$ cat src/rtl/pam_symbol_scheduler.sv
// PAM symbol scheduler: host FIFO -> framed symbol stream (preamble, data, guard), each symbol held SYM_LEN clocks.
// Optional macro PAM_GRAY_EN: Gray-map DATA-state symbols before they reach data_out.
module pam_symbol_scheduler #(
  parameter int SYM_LEN      = 1000,
  parameter int CNT_W        = 10,
  parameter int PREAMBLE_LEN = 4,
  parameter int GUARD_LEN    = 2,
  parameter int FIFO_AW      = 3
) (
  input  logic               clk,
  input  logic               rst,
  input  logic               in_valid,
  input  logic [1:0]         in_data,
  output logic               in_ready,
  input  logic               frame_start,
  input  logic [7:0]         frame_len,
  output logic [1:0]         data_out,
  output logic               sym_strobe,
  output logic               tx_active,
  output logic [1:0]         state_out,
  output logic [FIFO_AW:0]   fifo_level,
  output logic               underrun
);

  typedef enum logic [1:0] {
    S_IDLE     = 2'd0,
    S_PREAMBLE = 2'd1,
    S_DATA     = 2'd2,
    S_GUARD    = 2'd3
  } state_t;

  localparam int                 DEPTH      = 1 << FIFO_AW;
  localparam logic [CNT_W-1:0]   CNT_LAST   = CNT_W'(SYM_LEN - 1);
  localparam logic [CNT_W-1:0]   CNT_ONE    = CNT_W'(1);
  localparam logic [7:0]         PRE_LAST   = 8'(PREAMBLE_LEN - 1);
  localparam logic [7:0]         GRD_LAST   = 8'(GUARD_LEN - 1);
  localparam logic [FIFO_AW:0]   LEVEL_FULL = (FIFO_AW + 1)'(DEPTH);
  localparam logic [FIFO_AW:0]   LEVEL_ONE  = (FIFO_AW + 1)'(1);
  localparam logic [FIFO_AW-1:0] PTR_ONE    = FIFO_AW'(1);

  state_t             state, state_next;
  logic [CNT_W-1:0]   sym_cnt, cnt_next;
  logic [7:0]         sym_idx, idx_next;
  logic [7:0]         len_q, len_next;
  logic [1:0]         data_q, data_next;
  logic               tx_active_q, underrun_q, underrun_next, in_ready_q;
  logic [FIFO_AW:0]   level, level_next;
  logic [FIFO_AW-1:0] wr_ptr, rd_ptr;
  logic [1:0]         mem [DEPTH];
  logic               boundary, push, pop, pop_req;

  function automatic logic [1:0] map_sym(input logic [1:0] s);
`ifdef PAM_GRAY_EN
    return {s[1], s[1] ^ s[0]};
`else
    return s;
`endif
  endfunction

  // Handshake: a symbol transfers on any clock where in_valid && in_ready; in_ready drops only when the FIFO is full.
  assign push     = in_valid && in_ready_q;
  assign boundary = (state != S_IDLE) && (sym_cnt == CNT_LAST);
  assign pop      = pop_req && (level != '0);

  always_comb begin
    state_next    = state;
    cnt_next      = sym_cnt;
    idx_next      = sym_idx;
    len_next      = len_q;
    data_next     = data_q;
    underrun_next = 1'b0;
    pop_req       = 1'b0;
    if (state != S_IDLE) cnt_next = boundary ? '0 : sym_cnt + CNT_ONE;
    case (state)
      S_IDLE: begin
        data_next = 2'b00;
        cnt_next  = '0;
        if (frame_start && (frame_len != 8'd0)) begin
          state_next = S_PREAMBLE;
          len_next   = frame_len;
          idx_next   = 8'd0;
          data_next  = 2'b00;
        end
      end
      S_PREAMBLE: begin
        if (boundary) begin
          if (sym_idx == PRE_LAST) begin
            state_next = S_DATA;
            idx_next   = 8'd0;
            pop_req    = 1'b1;
          end else begin
            idx_next  = sym_idx + 8'd1;
            // next index is odd exactly when the current one is even
            data_next = sym_idx[0] ? 2'b00 : 2'b11;
          end
        end
      end
      S_DATA: begin
        if (boundary) begin
          if (sym_idx == len_q - 8'd1) begin
            state_next = S_GUARD;
            idx_next   = 8'd0;
            data_next  = 2'b00;
          end else begin
            idx_next = sym_idx + 8'd1;
            pop_req  = 1'b1;
          end
        end
      end
      S_GUARD: begin
        if (boundary) begin
          data_next = 2'b00;
          if (sym_idx == GRD_LAST) begin
            state_next = S_IDLE;
            idx_next   = 8'd0;
            cnt_next   = '0;
          end else begin
            idx_next = sym_idx + 8'd1;
          end
        end
      end
      default: state_next = S_IDLE;
    endcase
    // An empty FIFO at a data slot still consumes the slot, filled with idle.
    if (pop_req) begin
      if (level != '0) begin
        data_next = map_sym(mem[rd_ptr]);
      end else begin
        data_next     = 2'b00;
        underrun_next = 1'b1;
      end
    end
  end

  always_comb begin
    level_next = level;
    if (push && !pop)      level_next = level + LEVEL_ONE;
    else if (!push && pop) level_next = level - LEVEL_ONE;
  end

  always_ff @(posedge clk or posedge rst) begin
    if (rst) begin
      state       <= S_IDLE;
      sym_cnt     <= '0;
      sym_idx     <= 8'd0;
      len_q       <= 8'd0;
      data_q      <= 2'b00;
      tx_active_q <= 1'b0;
      underrun_q  <= 1'b0;
      in_ready_q  <= 1'b1;
      level       <= '0;
      wr_ptr      <= '0;
      rd_ptr      <= '0;
    end else begin
      state       <= state_next;
      sym_cnt     <= cnt_next;
      sym_idx     <= idx_next;
      len_q       <= len_next;
      data_q      <= data_next;
      tx_active_q <= (state_next != S_IDLE);
      underrun_q  <= underrun_next;
      in_ready_q  <= (level_next != LEVEL_FULL);
      level       <= level_next;
      if (push) wr_ptr <= wr_ptr + PTR_ONE;
      if (pop)  rd_ptr <= rd_ptr + PTR_ONE;
    end
  end

  // Storage needs no reset: the pointers and level define what is valid.
  always_ff @(posedge clk) begin
    if (push) mem[wr_ptr] <= in_data;
  end

  assign in_ready   = in_ready_q;
  assign data_out   = data_q;
  assign sym_strobe = boundary;
  assign tx_active  = tx_active_q;
  assign state_out  = state;
  assign fifo_level = level;
  assign underrun   = underrun_q;

endmodule

$ cat config.mk
export PLATFORM = sky130hd
export DESIGN_NAME = pam_symbol_scheduler
export DESIGN_NICKNAME = d
export VERILOG_FILES = /design/src/rtl/pam_symbol_scheduler.sv
export SDC_FILE = /design/constraint.sdc
export NUM_CORES = 1
export LEC_CHECK = 0
export CAP_MARGIN = 20
export CORE_MARGIN = 10
export CORE_UTILIZATION = 48
export CTS_BUF_LIST = sky130_fd_sc_hd__clkbuf_16
export DETAILED_ROUTE_END_ITERATION = 10
export PLACE_DENSITY = 0.75
export SYNTH_ARGS = -nofsm -noshare
export SYNTH_HDL_FRONTEND = slang
export SYNTH_SLANG_ARGS = --single-unit
$ cat constraint.sdc
create_clock -name clk -period 2.7 [get_ports clk]
set_clock_uncertainty 0.1 [all_clocks]
set_input_delay 0.81 -clock clk [delete_from_list [all_inputs] [get_ports clk]]
set_output_delay 0.81 -clock clk [all_outputs]
set_load 0.02 [all_outputs]
After elaboration in Yosys (flattened, before gate mapping)
Memory sizes are Yosys's and may differ from the RTL's.
Cells that the tools add are included.
{"block": "totals", "reg_bits": 43, "mem_bits_rw": 16, "in_bits": 14, "output_inout_bits": 12, "word_cells": 93, "n_memories": 1}
{"block": "op_classes", "add_sub_neg": 7, "eq_ne": 17, "n_mux": 41, "reduce_logical": 16}
{"memory": "mem", "depth": 8, "width": 2, "rd": 1, "rd_ports_with_merged_regs": 0, "write_ports": 1, "line": "49", "text": "logic [1:0] mem [DEPTH];"}
{"op": "$mux 8", "n": 7}
{"op": "$mux 10", "n": 4}
{"op": "$pmux 8 s4", "n": 1}
{"op": "$mux 2", "n": 15}
{"op": "$pmux 10 s2", "n": 1}
{"op": "$pmux 2 s4", "n": 2}
{"op": "$ne 3x3->1 const B", "n": 5}
{"op": "$add 10x1->10 const B", "n": 1}
{"op": "$eq 10x10->1 const B", "n": 1}
{"op": "$add 8x1->8 const B", "n": 1}
{"op": "$eq 8x1->1 const B", "n": 1}
{"op": "$eq 8x2->1 const B", "n": 1}
{"op": "$eq 8x8->1", "n": 1}
{"op": "$mux 1", "n": 8}
{"op": "$mux 4", "n": 2}
{"op": "$ne 2x2->1 const B", "n": 4}
{"op": "$reduce_bool 8->1", "n": 1}
{"op": "$sub 8x1->8 const B", "n": 1}
{"op": "$add 3x1->3 const B", "n": 2}
{"op": "$logic_and 1x1->1", "n": 6}
{"op": "$reduce_and 5->1", "n": 1}
{"op": "$add 4x1->4 const B", "n": 1}
{"op": "$eq 2x2->1 const B", "n": 2}
{"op": "$ne 4x4->1 const B", "n": 1}
{"op": "other kinds (9)", "n": 11}

Longest topological paths before layout
{"block": "logic_depth", "depth_word": 10, "depth_mapped": 12, "depth_no_buf": 11}

Worst setup path after synthesis
No wires, ideal clock.
{"block": "synth_timing", "path_kind": "reg-to-reg", "from": "register state[0] (netlist: state_out[0])", "to": "register in_ready_q (netlist: in_ready)", "arrival_time_ns": 2.337, "t_required_ns": 2.534, "path_slack_ns": 0.197, "path_stages_with_launch": 12, "n_path_buf": 1, "period_less_slack_ns": 2.503, "cell_sequence": "dfrtp_1 > inv_1 > ha_1 > nand3b_1 > or3_1 > buf_2 > clkinv_4 > o211ai_2 > a31oi_2 > nor2_1 > mux2_1 > nand4_1"}
{"block": "synth_between", "elab_chain_cells": 9}
{"element": "start: declaration", "line": "41", "text": "state_t state, state_next;"}
{"element": "start signal: assignment", "line": "155", "text": "state <= state_next;"}
{"element": "$reduce_bool 2->1 *", "line": "62", "text": "assign boundary = (state != S_IDLE) && (sym_cnt == CNT_LAST);"}
{"element": "$logic_and 1x1->1 *", "line": "62"}
{"element": "net sym_strobe", "line": "18", "text": "output logic sym_strobe,"}
{"element": "$mux 1 (on tied branches)", "line": "99, 86"}
{"element": "$pmux 1 s2 *", "line": "74", "text": "case (state)"}
{"element": "$logic_and 1x1->1 *", "line": "63", "text": "assign pop = pop_req && (level != '0);"}
{"element": "$logic_and 1x1->1 / $logic_not 1->1 (equally long branches)", "line": "138, 137"}
{"element": "$mux 4 / $logic_and 1x1->1 (equally long branches)", "line": "138, 137"}
{"element": "$mux 4 *", "line": "137", "text": "if (push && !pop) level_next = level + LEVEL_ONE;"}
{"element": "$ne 4x4->1 *", "line": "162", "text": "in_ready_q <= (level_next != LEVEL_FULL);"}
{"element": "end signal: assignment", "line": "162"}
{"element": "end: declaration", "line": "46", "text": "logic tx_active_q, underrun_q, underrun_next, in_ready_q;"}
Mark *: on every way through the listed nets, which the timed path passes. The rest lies on a longest branch.
A chain may end at the register's enable or synchronous reset.

Worst setup path in the final report
{"block": "layout_timing", "from": "register state[0] (netlist: state_out[0])", "to": "output sym_strobe"}
{"block": "layout_between", "elab_chain_cells": 2}
{"element": "$reduce_bool 2->1", "line": "62"}
{"element": "$logic_and 1x1->1", "line": "62"}
{"element": "end: declaration", "line": "18"}
No other way between the ends.

==> results.toml <==
[cells_and_area]
nets = 386
final_cell_area_mm2 = 0.00407
fin_util_pct = 60.5
stdcell_count = 445
fillCellCount = 554
antenna_cells = 0
synthToLayoutAreaGrowth_pct = 24.1
drive_gt1_share_pct = 18.4

[detailed_routing]
dr_total_vias = 2574
drt_iter0_markers = 198
drc = 0
wl_mm = 7.31
wl_per_cell_um = 16.4
drt_first_pass_iters = 4
ant_nets = 0
via_per_inst = 5.78

[synth]
synthCells = 315
ys_ff_latch = 59
netlist_top_cells_area = "dfrtp_1 32%, edfxtp_1 15%, ha_1 4.6%, xnor2_1 3.7%, nand2_1 3.4%"
synth-main-ff-cell = "dfrtp_1"
synth_top_area_share_pct = 32.1
avgSynthCellArea_um2 = 10.4
synth.distinct_cells = 56
async_reset_ff_share_pct = 72.9
netlist_area_mm2 = 0.00328
yosysSeqAreaShare_pct = 47.5
yosysTopAreaCell = "dfrtp_1"
synth_most_common_cell = "dfrtp_1"
synth_nets = 341
synth_warnings = 0
ys_top_cells_by_count = "42 x dfrtp_1, 30 x nand2_1, 23 x nor2_1"
synth_edf_count = 16

[floorplan]
start_util_pct = 48.8
chipHeight_um = 103
core_area_mm2 = 0.00672
pin_count = 26
die_x_um = 103
rows = 30
dieArea_mm2 = 0.0105

[place]
preCtsSetupSlack_ps = -109
place_area_mm2 = 0.00373
io_buffers = 25
gp_congestion = 0.883
placedCellCount = 426
dp_hpwl_mm = 5.21

[sta]
hold_slack_ps = 440
finalSetupTns_ps = 0
finalCritPeriodShare_pct = 97.3
relSlewSlack_pct = 55.7
worst_slack_ps = 74.2
rsz0062_at_grt = "true"
tightest_slew_ps = 660
setup_viol = 0
final_hold_viol_count = 0
fmax_mhz = 381
finalCriticalPeriod_ps = 2630
report.final.slew_viol_count = 0

[flow_run]
cap_violations = 0

[pwr]
power.total_mw = 2.68
power.internal_mw = 1.91
clock_power_share_pct = 39.3
share_comb_of_total_power_pct = 18.4
pwr-share-seq_pct = 42.3
leakagePower_nw = 1.69
power.switching_uw = 768
switching_share_pct = 28.7
power.density_mw_per_mm2 = 658
irDropWorstVdd_mv = 0.631

[global_routing]
grt_pass1_vias = 2602
grtUsageTotal_pct = 14.9
grt_pass1_wl_mm = 12.3
gr-total-overflow = 0
grt_max_degree = 29
antenna_found_initial = 0

[clock_network]
cts_made_buffers = 9
h-tree-depth = 3
clk_path_buf_depth = 2
cts_root_buf = "clkbuf_16"
clk_pin_slew_worst_paths_ps = 50
cts.hold.buffers_added = 0
cts_num_sinks = 59
cts_tree = "yes"
clk_latency_ps = 330

[min_path]
hold_path_depth = 2
worstHoldStart = "sym_cnt[8]"
hp-class = "reg2reg"
min_to = "sym_cnt[8]"

[critical_path]
cp-start-kind = "register"
reg2reg_from = "len_q[0]"
worstSetupPathType = "reg2out"
ff2ff_path_depth = 11
worstPathArrival_ps = 1720
crit_required_ps = 1790
crit_path_end_kind = "primary output"
crit_fanout = 2
r2r-end = "in_ready"
r2r_setup_slack_ps = 120

[status]
status = "completed"
## worst max-delay path, stage by stage, from the launching register on
cell	delay, ps
dfrtp_1	350
inv_1	60
ha_1	200
nand3b_1	190
or3_4	370
clkinv_4	50
buf_2	150
## layout by cell type (no fill, tap or decap), types with 8 or more instances in the layout
cell	netlist	routed
clkdlybuf4s50_1	0	24
a31oi_1	8	8
nor2_1	23	23
ha_1	12	12
dfrtp_1	42	42
mux2_2	9	9
a21oi_1	11	11
xor2_1	10	10
xnor2_1	14	13
nor3_1	13	13
nand3_1	14	13
buf_4	0	19
inv_1	11	12
edfxtp_1	16	16
o21ai_0	10	10
clkbuf_16	0	10
nand2_1	30	30
## how the worst max path moves through the flow
stage	slack [ps]	to	startpoint	depth (start not counted)
final	70	sym_strobe	state_out[0]	6
after global routing	-20	fifo_level[0]	len_q[0]	11
after CTS	20	sym_strobe	state_out[0]	6
after detailed placement	-110	sym_strobe	state_out[0]	6
after global placement	-80	sym_strobe	state_out[0]	6
after floorplan	200	in_ready	state_out[0]	11
## flip-flops by register name (all words and copies together) (netlist names)
signal and flops:
mem 16, sym_cnt 10, len_q 8, sym_idx 8
fifo_level 4, rd_ptr 3, wr_ptr 3, data_out 2
state_out 2, in_ready 1, tx_active 1, underrun 1
## power groups by stage
| stage | clock, mW | sequential (mW) | combinational [mW] |
|---|---|---|---|
| floorplan | 0 | 1.17 | 0.283 |
| finish | 1.05 | 1.13 | 0.493 |
| global placement | 0 | 1.14 | 0.472 |
| detailed placement | 0 | 1.15 | 0.490 |
| CTS | 1.07 | 1.13 | 0.495 |
| global route | 1.12 | 1.15 | 0.550 |
## cells by family after synthesis
group                    after synthesis  synth area share [%]
XOR/XNOR                              25                  6.91
multiplexers                          19                  7.71
AO/OA/AOI/OAI                         56                  11.3
AND/OR/NAND/NOR                      119                  18.4
buffers and inverters                 24                  3.28
flip-flops                            59                  47.5
adder cells (fa/ha/maj)               13                  4.89
## routing by layer
| metal | wire (um) | up-vias | part of all wire (%) | track usage, % |
|---|---|---|---|---|
| met3 | 444 | 10 | 6.1 | 3.89 |
| met5 | 0 | - | 0 | 0 |
| li1 | - | 1231 | - | - |
| met2 | 3610 | 52 | 49 | 23.6 |
| met1 | 3140 | 1281 | 43 | 18.4 |
| met4 | 110 | 0 | 1.5 | 7.16 |
## area by class of cell
| class | count | area [um2] | share of cell area, % |
|---|---|---|---|
| inverter | 12 | 50.0 | 1.23 |
| clock buffer | 10 | 250 | 6.15 |
| tap | 80 | 100 | 2.46 |
| timing repair buffer | 46 | 428 | 10.5 |
| multi-input combinational | 232 | 1650 | 40.6 |
| clock inverter | 6 | 31.3 | 0.769 |
| sequential | 59 | 1560 | 38.3 |
## repair_timing
| action | 4_1_cts | 5_1_grt |
|---|---|---|
| resized for setup | 5 | 5 |
| endpoints found under the setup margin | 1 | 6 |
| setup buffers | 0 | 3 |
| pin swaps | 0 | 2 |
No activity file was read; power rests on OpenSTA's default activity.
